[src/rtl/jstk_spi_responder.sv]
// jstk_spi_responder: PmodJSTK-compatible SPI slave answering 5-byte polls; optional JSTK_ERR_CNT_EN adds err_count
module jstk_spi_responder #(
    parameter int SYNC_STAGES = 2
) (
    input  logic       clk50M,
    input  logic       reset,
    input  logic       cs,
    input  logic       sck,
    input  logic       mosi,
    output logic       miso,
    input  logic [9:0] joy_x,
    input  logic [9:0] joy_y,
    input  logic [2:0] buttons,
    output logic [1:0] leds,
    output logic       busy,
    output logic       frame_done
`ifdef JSTK_ERR_CNT_EN
    ,
    output logic [7:0] err_count
`endif
);
    typedef enum logic [1:0] {WAIT_IDLE, IDLE, SHIFT} state_t;
    state_t state, state_n;
    logic [SYNC_STAGES-1:0] cs_q, sck_q, mosi_q;
    logic cs_d, sck_d, cs_s, sck_s, mosi_s;
    logic start, fin, abort, shift_rise, shift_fall, chk, rej;
    logic [5:0] cnt;
    logic [7:0] rx;
    logic [38:0] pkt;
    logic [39:0] snap;
    assign cs_s   = cs_q[SYNC_STAGES-1];
    assign sck_s  = sck_q[SYNC_STAGES-1];
    assign mosi_s = mosi_q[SYNC_STAGES-1];
    assign snap   = {joy_x[7:0], 6'b0, joy_x[9:8], joy_y[7:0], 6'b0, joy_y[9:8], 5'b0, buttons};
    assign rej    = chk && rx[7:2] != 6'b100000;
    // input synchronizers plus edge-history flops; cs resets low so a frame in progress is never joined
    always_ff @(posedge clk50M) begin
        if (reset) begin
            cs_q   <= '0;
            sck_q  <= '0;
            mosi_q <= '0;
            cs_d   <= 1'b0;
            sck_d  <= 1'b0;
        end else begin
            cs_q   <= {cs_q[SYNC_STAGES-2:0], cs};
            sck_q  <= {sck_q[SYNC_STAGES-2:0], sck};
            mosi_q <= {mosi_q[SYNC_STAGES-2:0], mosi};
            cs_d   <= cs_s;
            sck_d  <= sck_s;
        end
    end
    // state register
    always_ff @(posedge clk50M) begin
        if (reset) state <= WAIT_IDLE;
        else       state <= state_n;
    end
    // next-state and frame strobes; a cs rise masks any sck edge in the same cycle
    always_comb begin
        state_n    = state;
        start      = 1'b0;
        fin        = 1'b0;
        abort      = 1'b0;
        shift_rise = 1'b0;
        shift_fall = 1'b0;
        case (state)
            WAIT_IDLE: state_n = cs_s ? IDLE : WAIT_IDLE;
            IDLE: begin
                start   = cs_d && !cs_s;
                state_n = start ? SHIFT : IDLE;
            end
            SHIFT: begin
                if (cs_s && !cs_d) begin
                    state_n = IDLE;
                    fin     = cnt == 6'd40;
                    abort   = cnt != 6'd40;
                end else begin
                    shift_rise = sck_s && !sck_d;
                    shift_fall = !sck_s && sck_d;
                end
            end
            default: state_n = WAIT_IDLE;
        endcase
    end
    // shift datapath, command decode and status outputs
    always_ff @(posedge clk50M) begin
        if (reset) begin
            miso       <= 1'b0;
            leds       <= 2'b00;
            busy       <= 1'b0;
            frame_done <= 1'b0;
            cnt        <= '0;
            rx         <= '0;
            pkt        <= '0;
            chk        <= 1'b0;
        end else begin
            frame_done <= fin;
            chk        <= shift_rise && cnt == 6'd7;
            if (chk && !rej) leds <= rx[1:0];
            if (start) begin
                pkt  <= snap[38:0];
                miso <= snap[39];
                cnt  <= '0;
                busy <= 1'b1;
            end else if (fin || abort) begin
                busy <= 1'b0;
                miso <= 1'b0;
            end else begin
                if (shift_rise && cnt < 6'd40) begin
                    rx  <= {rx[6:0], mosi_s};
                    cnt <= cnt + 6'd1;
                end
                if (shift_fall) begin
                    pkt  <= {pkt[37:0], 1'b0};
                    miso <= cnt < 6'd40 && pkt[38];
                end
            end
        end
    end
`ifdef JSTK_ERR_CNT_EN
    logic [8:0] err_sum;
    assign err_sum = {1'b0, err_count} + {8'b0, abort} + {8'b0, rej};
    // saturating count of aborted frames and rejected command bytes
    always_ff @(posedge clk50M) begin
        if (reset) err_count <= '0;
        else       err_count <= err_sum[8] ? 8'hFF : err_sum[7:0];
    end
`endif
endmodule
[config.mk]
export PLATFORM = sky130hd
export DESIGN_NAME = jstk_spi_responder
export DESIGN_NICKNAME = d
export VERILOG_FILES = /design/src/rtl/jstk_spi_responder.sv
export SDC_FILE = /design/constraint.sdc
export NUM_CORES = 1
export LEC_CHECK = 0
export CAP_MARGIN = 10
export CORE_AREA = 3 3 82 84
export DETAILED_ROUTE_END_ITERATION = 12
export DIE_AREA = 0 0 85 87
export PLACE_DENSITY = 0.65
export SLEW_MARGIN = 10
export SYNTH_ARGS = -nofsm -noshare
export SYNTH_HDL_FRONTEND = slang
export SYNTH_SLANG_ARGS = --single-unit
[constraint.sdc]
create_clock -name clk50M -period 1.6 [get_ports clk50M]
set_input_delay 0.32 -clock clk50M [delete_from_list [all_inputs] [get_ports clk50M]]
set_output_delay 0.32 -clock clk50M [all_outputs]
set_load 0.03 [all_outputs]
==> metrics.md <==
| Metric | Value |
|---|---|
| Total grt overflow | 0 |
| RD Place Congestion | 0.764 |
| Initial antenna violation count | 0 |
| Footprint of the multi-input gates | 1200 sq um |
| Status | finished clean |
| Rows | 28 |
| CTS Sinks | 69 |
| Final period utilization | roughly 90% |
| # IOs | 33 |
| Synth Flop Type | dfxtp_1 |
| Total Wirelength | 5390 um |
| Vias/cell | ~5.2 |
| CTS tree | built |
| Worst-Margin Slew | 338 ps |
| Die span in y | around 87 um |
| Die Area | about 7400 sq um |
| Mapped Cells | roughly 320 |
| Distinct cells, synth | 36 |
| Root Driver | clkbuf_8 |
| Setup CP Type | reg2reg |
| Initial core utilization | 45.3% |
| DRT Pass-1 Iters | 4 |
| CP max FO | 7 |
| Core Area | 5990 sq um |
| Post-synth EDFFs | 0 |
| CP Capture Type | flop |
| Synthesis-to-finish area growth | 27.3% |
| Setup TNS | 0 ps |
| Min cycle time layout | roughly 1500 ps |
| Maximum clock frequency | a little under 0.7 GHz |
| Layout cells sized above 1 | between 10% and 20% |
| Synth Net Count | ~350 |
| Worst skew pair latency | between 300 and 400 ps |
| Clock tree buffer depth | 2 |
| CP required | 1880 ps |
| Count of hold-fix buffers inserted at cts | 0 |
| Synth Area per Inst | between 8 and 9 sq um |
| DRC viols | 0 |
| Tot GR Track Use | 15.6% |
| Post-Place Setup Slack | 114 ps |
| Largest net degree at the start of global routing | 45 |
| Leakage | ~1.3 nW |
| Clk slew on worst S/H paths | 80 ps |
| Gr busiest metal | met2 |
| Yosys warns | 0 |
| VDD IR-drop max | 741 uV |
| Fin nets | around 390 |
| Drt wl/cell | between 10 and 15 um |
| Routed vias | roughly 2300 |
| Async S/R FF share, synth | 0% |
| First-pass GRT wire length | between 9000 and 10000 um |
| Vias in the first global route | roughly 2000 |
| MaxCap Viol Count | 0 |
| Critical path launch point type | flop |
| Skew final | approximately 8.8 ps |
| DP HPWL | around 3500 um |
| Crit path DAT | roughly 1800 ps |
| Sequential area share after synthesis | approximately half |
| GR Util met2 | 23.1% |
| CTS Buf Count | 9 |
| Synth Cell Area | about 2700 sq um |
| Setup violators final | 0 |
| Slew HR | 77.3% |
| Cell Pwr Density | about 1100 nW/um^2 |
| Setup ws final | ~130 ps |
| Final hold vios | 0 |
| Register Area | ~1400 sq um |
| # port buffers | 32 |
| Post-CTS setup buffer count | 0 |
| Met3 Use GR | ~3.6% |
| Synthesized flop and latch total | between 60 and 70 |
| Hold Path Class | reg2reg |
| Diode count | 0 |
| H-tree depth | 3 |
| Die X-Extent | approximately 85 um |
| Antenna Violating Nets Remaining | 0 |
| M1 GR Usage | 21.0% |
| Initial DRC count | roughly 110 |
| Layout fillers | about 520 |
| RSZ-0062 raised after global routing | no |
| Slew Limit Fails | 0 |
## metrics by stage
stage               instance area (sq um)  total power [mW]  cells  hold slack, ps  util, %
floorplan                            2720              1.84    319             414        -
global placement                     3220              1.94    421             418     53.7
detailed placement                   3220              1.94    421             422     53.7
CTS                                  3450              3.67    437             440     57.7
global route                         3460              3.77    437             456     57.7
finish                               3460              3.63    437             436     57.7
## repair_timing
| action | 4_1_cts | 5_1_grt |
|---|---|---|
| endpoints found under the setup margin | 5 | 2 |
| cloned | 0 | 0 |
| gates resized for setup | 5 | 1 |
## synthesized netlist by cell type, types with 2 or more instances
library cell	instances	area share, %
a21oi_1	23	4.2
a311oi_1	21	6.8
buf_2	9	1.7
buf_4	3	0.83
clkbuf_1	9	1.2
dfxtp_1	69	51
ha_1	2	0.92
inv_1	5	0.69
mux2i_1	12	4.4
nand2_1	79	11
nand2b_1	3	0.69
nand3_1	2	0.37
nand4_1	5	1.2
nor2_1	41	5.7
nor2b_1	9	2.1
nor3_1	4	0.74
o21ai_0	4	0.74
## layout by cell type (no fill, tap or decap), types with 2 or more instances in the layout
| cell type | instances |
|---|---|
| bufinv_16 | 3 |
| nor3_1 | 4 |
| clkdlybuf4s50_1 | 27 |
| clkbuf_8 | 9 |
| buf_4 | 13 |
| dlygate4sd2_1 | 5 |
| nor2b_1 | 9 |
| inv_1 | 5 |
| a21oi_1 | 23 |
| dfxtp_1 | 69 |
| nand3_1 | 2 |
| nand2_1 | 79 |
| nor2_1 | 41 |
| buf_12 | 5 |
| nand4_1 | 5 |
| nand2b_1 | 3 |
| ha_1 | 2 |
| o21ai_0 | 4 |
| a311oi_1 | 21 |
| mux2i_1 | 12 |
| inv_6 | 2 |
## per-layer routing
metal | vias up | share of wire (%) | wire, um
met2 | 41 | 44 | 2360
li1 | 1173 | - | -
met3 | 10 | 3.8 | 206
met5 | - | 0 | 0
met4 | 0 | 2.1 | 112
met1 | 1043 | 50 | 2710
## final cells by class
class                   count  area share, %
clock inverters             7           3.51
flip-flops and latches     69           40.0
repair buffers             50           14.8
well taps                  75           2.72
multi-input cells         222           34.9
clock buffers               9           3.58
inverters                   5          0.543
## power by group
| group | switching, mW | internal, mW | total (mW) |
|---|---|---|---|
| combinational | 0.0603 | 0.0950 | 0.155 |
| clock | 0.686 | 1.05 | 1.73 |
| sequential | 0.00919 | 1.73 | 1.74 |
| total | 0.755 | 2.87 | 3.63 |
## kinds of logic after synthesis
family | after synthesis | share of synthesized area [%]
simple gates | 153 | 25.0
flops | 69 | 50.9
compound gates | 54 | 13.5
buf+inv | 28 | 4.98
mux | 12 | 4.42
fa+ha+maj | 2 | 0.922
xor+xnor | 1 | 0.323
## critical path, stage by stage (launching register included)
cell and delay, ps:
dfxtp_1 360, nand2b_1 130, buf_4 160, nand4_1 120
or4_1 490, a21oi_1 150
## worst paths after layout
path                                           start                    to  slack, ps  depth (start not counted)
worst max-delay path              cs_q[1]$_SDFF_PP0_   cnt[4]$_SDFFE_PP0P_        130                          5
worst max register to register    cs_q[1]$_SDFF_PP0_   cnt[4]$_SDFFE_PP0P_        130                          5
worst min register to register  mosi_q[0]$_SDFF_PP0_  mosi_q[1]$_SDFF_PP0_        440                          1
worst min-delay path            mosi_q[0]$_SDFF_PP0_  mosi_q[1]$_SDFF_PP0_        440                          1
## state kept, by name, indices dropped and copies added, names as in the netlist
register    flops
miso            1
frame_done      1
chk             1
pkt            39
cs_d            1
mosi_q          2
sck_q           2
busy            1
sck_d           1
cnt             6
state           2
cs_q            2
rx              8
leds            2
(Power assumes the default switching activity.)
